**config.mk**
```make
export PLATFORM = sky130hd
export DESIGN_NAME = ssd1306_cmd_ctrl
export DESIGN_NICKNAME = d
export VERILOG_FILES = /design/src/rtl/ssd1306_pkg.sv /design/src/rtl/spi_byte_rx.sv /design/src/rtl/ssd1306_cmd_ctrl.sv
export SDC_FILE = /design/constraint.sdc
export NUM_CORES = 1
export LEC_CHECK = 0
export BUFFER_PORTS_ARGS = -buffer_cell sky130_fd_sc_hd__buf_2
export CORE_MARGIN = 2
export CORE_UTILIZATION = 35
export CTS_CLUSTER_DIAMETER = 150
export DETAILED_ROUTE_END_ITERATION = 12
export SETUP_SLACK_MARGIN = 0.5
export SYNTH_ARGS = -nofsm -noshare
export SYNTH_HDL_FRONTEND = slang
export SYNTH_HIERARCHICAL = 1
export SYNTH_SLANG_ARGS = --single-unit
```
**constraint.sdc**
```tcl
create_clock -name clk -period 6.2 [get_ports clk]
set_input_delay 0 -clock clk [delete_from_list [all_inputs] [get_ports clk]]
set_output_delay 0 -clock clk [all_outputs]
set_load 0.005 [all_outputs]
```
**src/rtl/ssd1306_pkg.sv**
```systemverilog
// ssd1306_pkg: shared types, opcodes and panel geometry for the SSD1306 emulator
package ssd1306_pkg;
  localparam int COLS_DEF = 128;
  localparam int PAGES_DEF = 8;
  typedef enum logic [1:0] {HORIZ = 2'd0, VERT = 2'd1, PAGE = 2'd2} addr_mode_t;
  typedef enum logic [1:0] {IDLE, ARG1, ARG2} cmd_state_t;
  localparam logic [7:0] OP_MODE     = 8'h20;
  localparam logic [7:0] OP_COLS     = 8'h21;
  localparam logic [7:0] OP_PAGES    = 8'h22;
  localparam logic [7:0] OP_CONTRAST = 8'h81;
  localparam logic [7:0] OP_DISP_OFF = 8'hAE;
  localparam logic [7:0] OP_DISP_ON  = 8'hAF;
  localparam logic [7:0] OP_NORMAL   = 8'hA6;
  localparam logic [7:0] OP_INVERT   = 8'hA7;
  function automatic logic takes_one_arg(input logic [7:0] op);
    return op inside {OP_MODE, OP_CONTRAST, 8'hA8, 8'hD3, 8'hD5, 8'hD9, 8'hDA, 8'hDB, 8'h8D};
  endfunction
endpackage

```
**src/rtl/spi_byte_rx.sv**
```systemverilog
// spi_byte_rx: synchronises the 4-wire SPI pins and assembles mode-0 bytes, MSB first
module spi_byte_rx #(
  parameter int SYNC_STAGES = 2
) (
  input  logic       clk,
  input  logic       greset,
  input  logic       sck,
  input  logic       mosi,
  input  logic       cs_n,
  input  logic       dc,
  output logic       byte_valid,
  output logic [7:0] rx_byte,
  output logic       is_data,
  output logic       cs_idle
);
  logic [SYNC_STAGES-1:0][3:0] sync;
  logic       sck_q;
  logic [2:0] bit_cnt;
  logic [6:0] shreg;
  logic       s_sck, s_mosi, s_dc;
  assign {s_sck, s_mosi, cs_idle, s_dc} = sync[SYNC_STAGES-1];
  always_ff @(posedge clk or posedge greset)
    if (greset) begin
      sync       <= '0;
      sck_q      <= 1'b0;
      bit_cnt    <= '0;
      shreg      <= '0;
      byte_valid <= 1'b0;
      rx_byte    <= '0;
      is_data    <= 1'b0;
    end else begin
      sync       <= {sync[SYNC_STAGES-2:0], {sck, mosi, cs_n, dc}};
      sck_q      <= s_sck;
      byte_valid <= 1'b0;
      if (cs_idle) bit_cnt <= '0;
      else if (s_sck && !sck_q) begin
        shreg   <= {shreg[5:0], s_mosi};
        bit_cnt <= bit_cnt + 3'd1;
        if (bit_cnt == 3'd7) begin
          byte_valid <= 1'b1;
          rx_byte    <= {shreg, s_mosi};
          is_data    <= s_dc;
        end
      end
    end
endmodule

```
**src/rtl/ssd1306_cmd_ctrl.sv**
```systemverilog
// ssd1306_cmd_ctrl: SSD1306 command interpreter placing SPI data bytes into the framebuffer
module ssd1306_cmd_ctrl
  import ssd1306_pkg::*;
#(
  parameter int COLS        = COLS_DEF,
  parameter int PAGES       = PAGES_DEF,
  parameter int SYNC_STAGES = 2
) (
  input  logic       clk,
  input  logic       greset,
  input  logic       sck,
  input  logic       mosi,
  input  logic       cs_n,
  input  logic       dc,
  output logic       fb_we,
  output logic [9:0] fb_addr,
  output logic [7:0] fb_wdata,
  output logic       display_on,
  output logic       invert,
  output logic [7:0] contrast
);
  localparam int CW = $clog2(COLS);
  localparam int PW = $clog2(PAGES);
  logic          byte_valid, is_data, cs_idle;
  logic [7:0]    rx_byte, opcode;
  logic [CW-1:0] arg1;
  addr_mode_t    mode;
  cmd_state_t    state;
  logic [CW-1:0] col_ptr, col_start, col_end, col_inc, col_step, nxt_col;
  logic [PW-1:0] page_ptr, page_start, page_end, page_inc, page_step, nxt_page;
  logic          col_wrap, page_wrap, page_mode;
  spi_byte_rx #(.SYNC_STAGES(SYNC_STAGES)) u_rx (
    .clk(clk), .greset(greset), .sck(sck), .mosi(mosi), .cs_n(cs_n), .dc(dc),
    .byte_valid(byte_valid), .rx_byte(rx_byte), .is_data(is_data), .cs_idle(cs_idle)
  );
  // Ranges with start>end are legal, so wrapping is by equality with end, counting mod COLS/PAGES
  always_comb begin
    col_wrap  = col_ptr == col_end;
    page_wrap = page_ptr == page_end;
    col_inc   = (col_ptr == CW'(COLS - 1)) ? '0 : col_ptr + 1'b1;
    page_inc  = (page_ptr == PW'(PAGES - 1)) ? '0 : page_ptr + 1'b1;
    col_step  = col_wrap ? col_start : col_inc;
    page_step = page_wrap ? page_start : page_inc;
    nxt_col   = (mode == VERT) ? (page_wrap ? col_step : col_ptr) : col_step;
    nxt_page  = (mode == HORIZ) ? (col_wrap ? page_step : page_ptr) :
                (mode == VERT) ? page_step : page_ptr;
    page_mode = mode == PAGE;
  end
  always_ff @(posedge clk or posedge greset)
    if (greset) begin
      fb_we      <= 1'b0;
      fb_addr    <= '0;
      fb_wdata   <= '0;
      display_on <= 1'b0;
      invert     <= 1'b0;
      contrast   <= 8'h7F;
      mode       <= PAGE;
      state      <= IDLE;
      opcode     <= '0;
      arg1       <= '0;
      col_start  <= '0;
      col_end    <= CW'(COLS - 1);
      page_start <= '0;
      page_end   <= PW'(PAGES - 1);
      col_ptr    <= '0;
      page_ptr   <= '0;
    end else begin
      fb_we <= 1'b0;
      if (byte_valid && is_data) begin
        fb_we    <= 1'b1;
        fb_addr  <= 10'(page_ptr) * 10'(COLS) + 10'(col_ptr);
        fb_wdata <= rx_byte;
        col_ptr  <= nxt_col;
        page_ptr <= nxt_page;
        state    <= IDLE;
      end else if (byte_valid) begin
        case (state)
          IDLE: begin
            opcode <= rx_byte;
            if (rx_byte == OP_COLS || rx_byte == OP_PAGES || takes_one_arg(rx_byte)) state <= ARG1;
            if (page_mode && rx_byte[7:4] == 4'h0) col_ptr[3:0] <= rx_byte[3:0];
            if (page_mode && rx_byte[7:3] == 5'b00010) col_ptr[CW-1:4] <= rx_byte[CW-5:0];
            if (page_mode && rx_byte[7:3] == 5'b10110) page_ptr <= rx_byte[PW-1:0];
            if (rx_byte == OP_DISP_OFF || rx_byte == OP_DISP_ON) display_on <= rx_byte[0];
            if (rx_byte == OP_NORMAL || rx_byte == OP_INVERT) invert <= rx_byte[0];
          end
          ARG1: begin
            arg1  <= rx_byte[CW-1:0];
            state <= (opcode == OP_COLS || opcode == OP_PAGES) ? ARG2 : IDLE;
            if (opcode == OP_MODE && rx_byte[1:0] != 2'd3) mode <= addr_mode_t'(rx_byte[1:0]);
            if (opcode == OP_CONTRAST) contrast <= rx_byte;
          end
          default: begin
            state <= IDLE;
            if (opcode == OP_COLS) begin
              col_start <= arg1;
              col_end   <= rx_byte[CW-1:0];
              col_ptr   <= arg1;
            end
            if (opcode == OP_PAGES) begin
              page_start <= arg1[PW-1:0];
              page_end   <= rx_byte[PW-1:0];
              page_ptr   <= arg1[PW-1:0];
            end
          end
        endcase
      end else if (cs_idle) state <= IDLE;
    end
endmodule

```
==> implementation parameters <==
Parameter                              Value

Run status
  Run status ... completed

Logic synthesis
  Compound-gate portion of the synthesized area ... 6.18%
  Most used standard cells in the synthesized netlist ... dfrtp_1, nand2_1, mux2_2, nor2_1, dfstp_2
  Fraction of synthesized area in multiplexers ... 16.2%
  Number of synthesized flops with an enable pin ... 0
  Synth Cell Area ... 4960 um^2
  Adder-cell share of the synthesized area ... 1.26%
  Leading register cell type out of synthesis ... dfrtp_1
  Share of the yosys chip area belonging to registers ... 54.4%
  Post-synth net total ... 429
  Share of async-settable or async-resettable flops after synthesis ... 100%
  Syn_area_per_cell ... 11.9 um^2
  Fraction of the mapped netlist area in simple logic gates ... 15.7%
  Post-synth top area share ... 44.9%
  Yosys synthesis warning count ... 6
  Post-synthesis instance total ... 418
  Cell type with the largest total area after synthesis ... dfrtp_1
  Main combinational cell family by area after synthesis ... multiplexers
  #FFs+latches synth ... 107
  Cell variety after synth ... 60
  XOR/XNOR share of the synthesized area ... 3.00%
  Most instantiated library cell after synthesis ... dfrtp_1
  Cell types with the largest area share after synthesis ... dfrtp_1, mux2_2, dfstp_2

Routing
  Detailed-route wire length ... 10.5 mm
  Drt first-iter violations ... 301
  Routed wirelength normalized by instance count ... 16.5 um
  First-pass DRT Iterations ... 4
  Avg Vias per Cell ... 5.12
  Remaining number of nets flagged by the antenna check after routing ... 0
  Detailed-route DRC error count ... 0
  Via count ... 3240

CTS
  Maximum buffer depth of the clock tree ... 2
  Clock root buffer ... clkbuf_16
  Clock tree from TritonCTS ... yes
  Total of hold buffers inserted after clock tree synthesis ... 5
  Post-CTS Setup Inserts ... 0
  Post-CTS sizing ... 0
  Number of buffers created by CTS ... 9
  Worst-path clk slew ... 0.07 ns
  Clock H-tree levels ... 3
  Clock sink count ... 107
  Insertion delay to the later sink of the worst-skew pair ... 0.35 ns

GRT
  Vias in the first global route ... 3370
  Global-route wire length before repair ... 17.5 mm
  Initial antenna violation count ... 0
  All-Layer GR Usage ... 15.2%
  Largest net degree at the start of global routing ... 79
  Congestion Overflow GR ... 0

Finish
  Total number of nets in the final design ... 459
  Number of cells in the finished layout apart from fillers ... 633
  Count of filler cells inserted in the layout ... 1317
  Synthesis-to-finish area growth ... 12.9%
  Ratio of cells with drive above 1 in the final layout ... 33.8%
  Final antenna diode count ... 0

Pwr
  Power per unit of standard cell area ... 241 nW/um^2
  Standby leakage power ... 2.65 nW
  Peak VDD IR ... 199 uV

Timing
  Final count of hold timing violations ... 0
  Tmin final ... 2.70 ns
  Worst-case headroom to the max-slew limit ... 30.5%
  Final worst-path cycle share ... 43.6%
  Highest attainable clock frequency ... 370 MHz
  Post-Route Setup TNS ... 0 ns
  Worst Clk Skew ... 0.00502 ns
  RSZ-0062 raised after global routing ... false
  Final setup violation count ... 0
  Number of max-slew violations in the final report ... 0
  Least-Margin Pin Slew ... 1.04 ns

Setup path
  Cells on worst reg2reg path ... 7
  CP Class ... reg -> reg
  Register-to-register setup slack ... 3.50 ns
  Maximum net fanout on the critical path ... 35
  Critical Path Start ... u_rx/is_data
  Critical Path RT ... 6.42 ns
  WP data arrival ... 2.92 ns
  Endpoint of the worst register-to-register path ... col_ptr[2]
  Origin of the critical flop-to-flop path ... u_rx/is_data
  Kind of start point of the critical path ... flip-flop
  Endpoint type of the worst setup path ... flip-flop

Min path
  End of the worst hold path ... u_rx/sync[2]
  Worst hold path cell count ... 2
  Hold path startpoint ... mosi
  Path category of the worst min-delay check ... in -> reg

Floorplanning
  Die ar. ... 15100 um^2
  Height of the chip ... 123 um
  Placeable Area ... 13900 um^2
  Cell Rows ... 43
  Boundary Pins ... 35
  Initial core utilization ... 35.7%
  Horiz. Die Dim ... 123 um

Placement
  Routability congestion estimate ... 0.840
  Count of port buffers added during placement ... 34
  Placed Cells incl. Taps ... 612
  Final HPWL from detailed placement ... 6.96 mm

Flow run
  Number of maximum-capacitance constraint violations ... 0
worst max-delay path, stage by stage, from the launching register on:
cell and delay [ns]:
dfrtp_1 0.45, nand2_1 0.09, buf_4 0.34, clkinv_1 0.69, a31oi_1 0.54, a211oi_4 0.16, mux2i_1 0.19, o31ai_1 0.10
through the flow:
step | hold WS, ns | worst slack, ns | power [mW] | cell area [um^2] | util [%]
6_report | 0.288 | 3.50 | 1.35 | 5600 | 40.3
5_1_grt | 0.283 | 3.23 | 1.41 | 5600 | 40.3
4_1_cts | 0.277 | 3.50 | 1.37 | 5600 | 40.3
3_5_place_dp | 0.110 | 3.52 | 0.789 | 5250 | 37.8
3_3_place_gp | 0.108 | 3.66 | 0.787 | 5250 | 37.8
2_1_floorplan | 0.0314 | 4.23 | 0.775 | 4960 | -
logic make-up after synthesis:
logic type                 after synthesis
adders and majority gates                5
muxes                                   72
buffers and inverters                   30
AOI/OAI and AO/OA                       41
xor gates and xnor gates                17
DFF                                    107
and+or+nand+nor                        146
where the power goes:
part	total [mW]	switching, mW	internal, mW
registers	0.734	0.0137	0.720
logic	0.0411	0.0209	0.0202
clock network	0.577	0.261	0.316
layout by cell type (no fill, tap or decap), types with 5 or more instances in the layout:
master,n
mux2_2,64
a21oi_1,7
nand2_1,67
ha_1,5
a31oi_1,8
xor2_1,6
o21ai_0,6
dlygate4sd3_1,5
mux2i_1,7
dfrtp_1,89
dfstp_2,18
clkbuf_16,9
buf_2,34
nand3_1,11
nand4_1,5
xnor2_1,11
inv_1,5
nor2_1,24
per-layer routing:
metal | wire length (um) | vias up | track usage (%)
met3 | 399 | 11 | 3.55
met5 | 0 | - | 0
met4 | 173 | 0 | 5.40
li1 | - | 1526 | -
met1 | 4860 | 1631 | 20.2
met2 | 5020 | 72 | 24.3
worst max path at each step:
stage	end	slack, ns	depth (start not counted)
CTS	col_ptr[2]	3.50	7
global placement	col_ptr[3]	3.66	7
finish	col_ptr[2]	3.50	7
floorplan	arg1[0]	4.23	1
detailed placement	col_ptr[2]	3.52	7
global route	col_ptr[0]	3.23	7
final cells by class:
class | count | area (um^2) | share of cell area (%)
sequential | 107 | 2700 | 48.2
inverter | 7 | 26.3 | 0.469
timing repair buffer | 42 | 243 | 4.33
multi-input combinational | 281 | 2100 | 37.6
clock buffer | 9 | 225 | 4.02
tap | 180 | 225 | 4.02
clock inverter | 7 | 76.3 | 1.36
sequential cells by signal, indices dropped and copies added (netlist names), 3 cells and up:
signal,flops
fb_wdata,8
contrast,8
col_ptr,7
u_rx/rx_byte,8
col_end,7
opcode,8
page_start,3
u_rx/bit_cnt,3
u_rx/shreg,7
page_ptr,3
u_rx/sync,4
fb_addr,10
page_end,3
arg1,7
col_start,7
No activity file was read; power rests on OpenSTA's default activity.
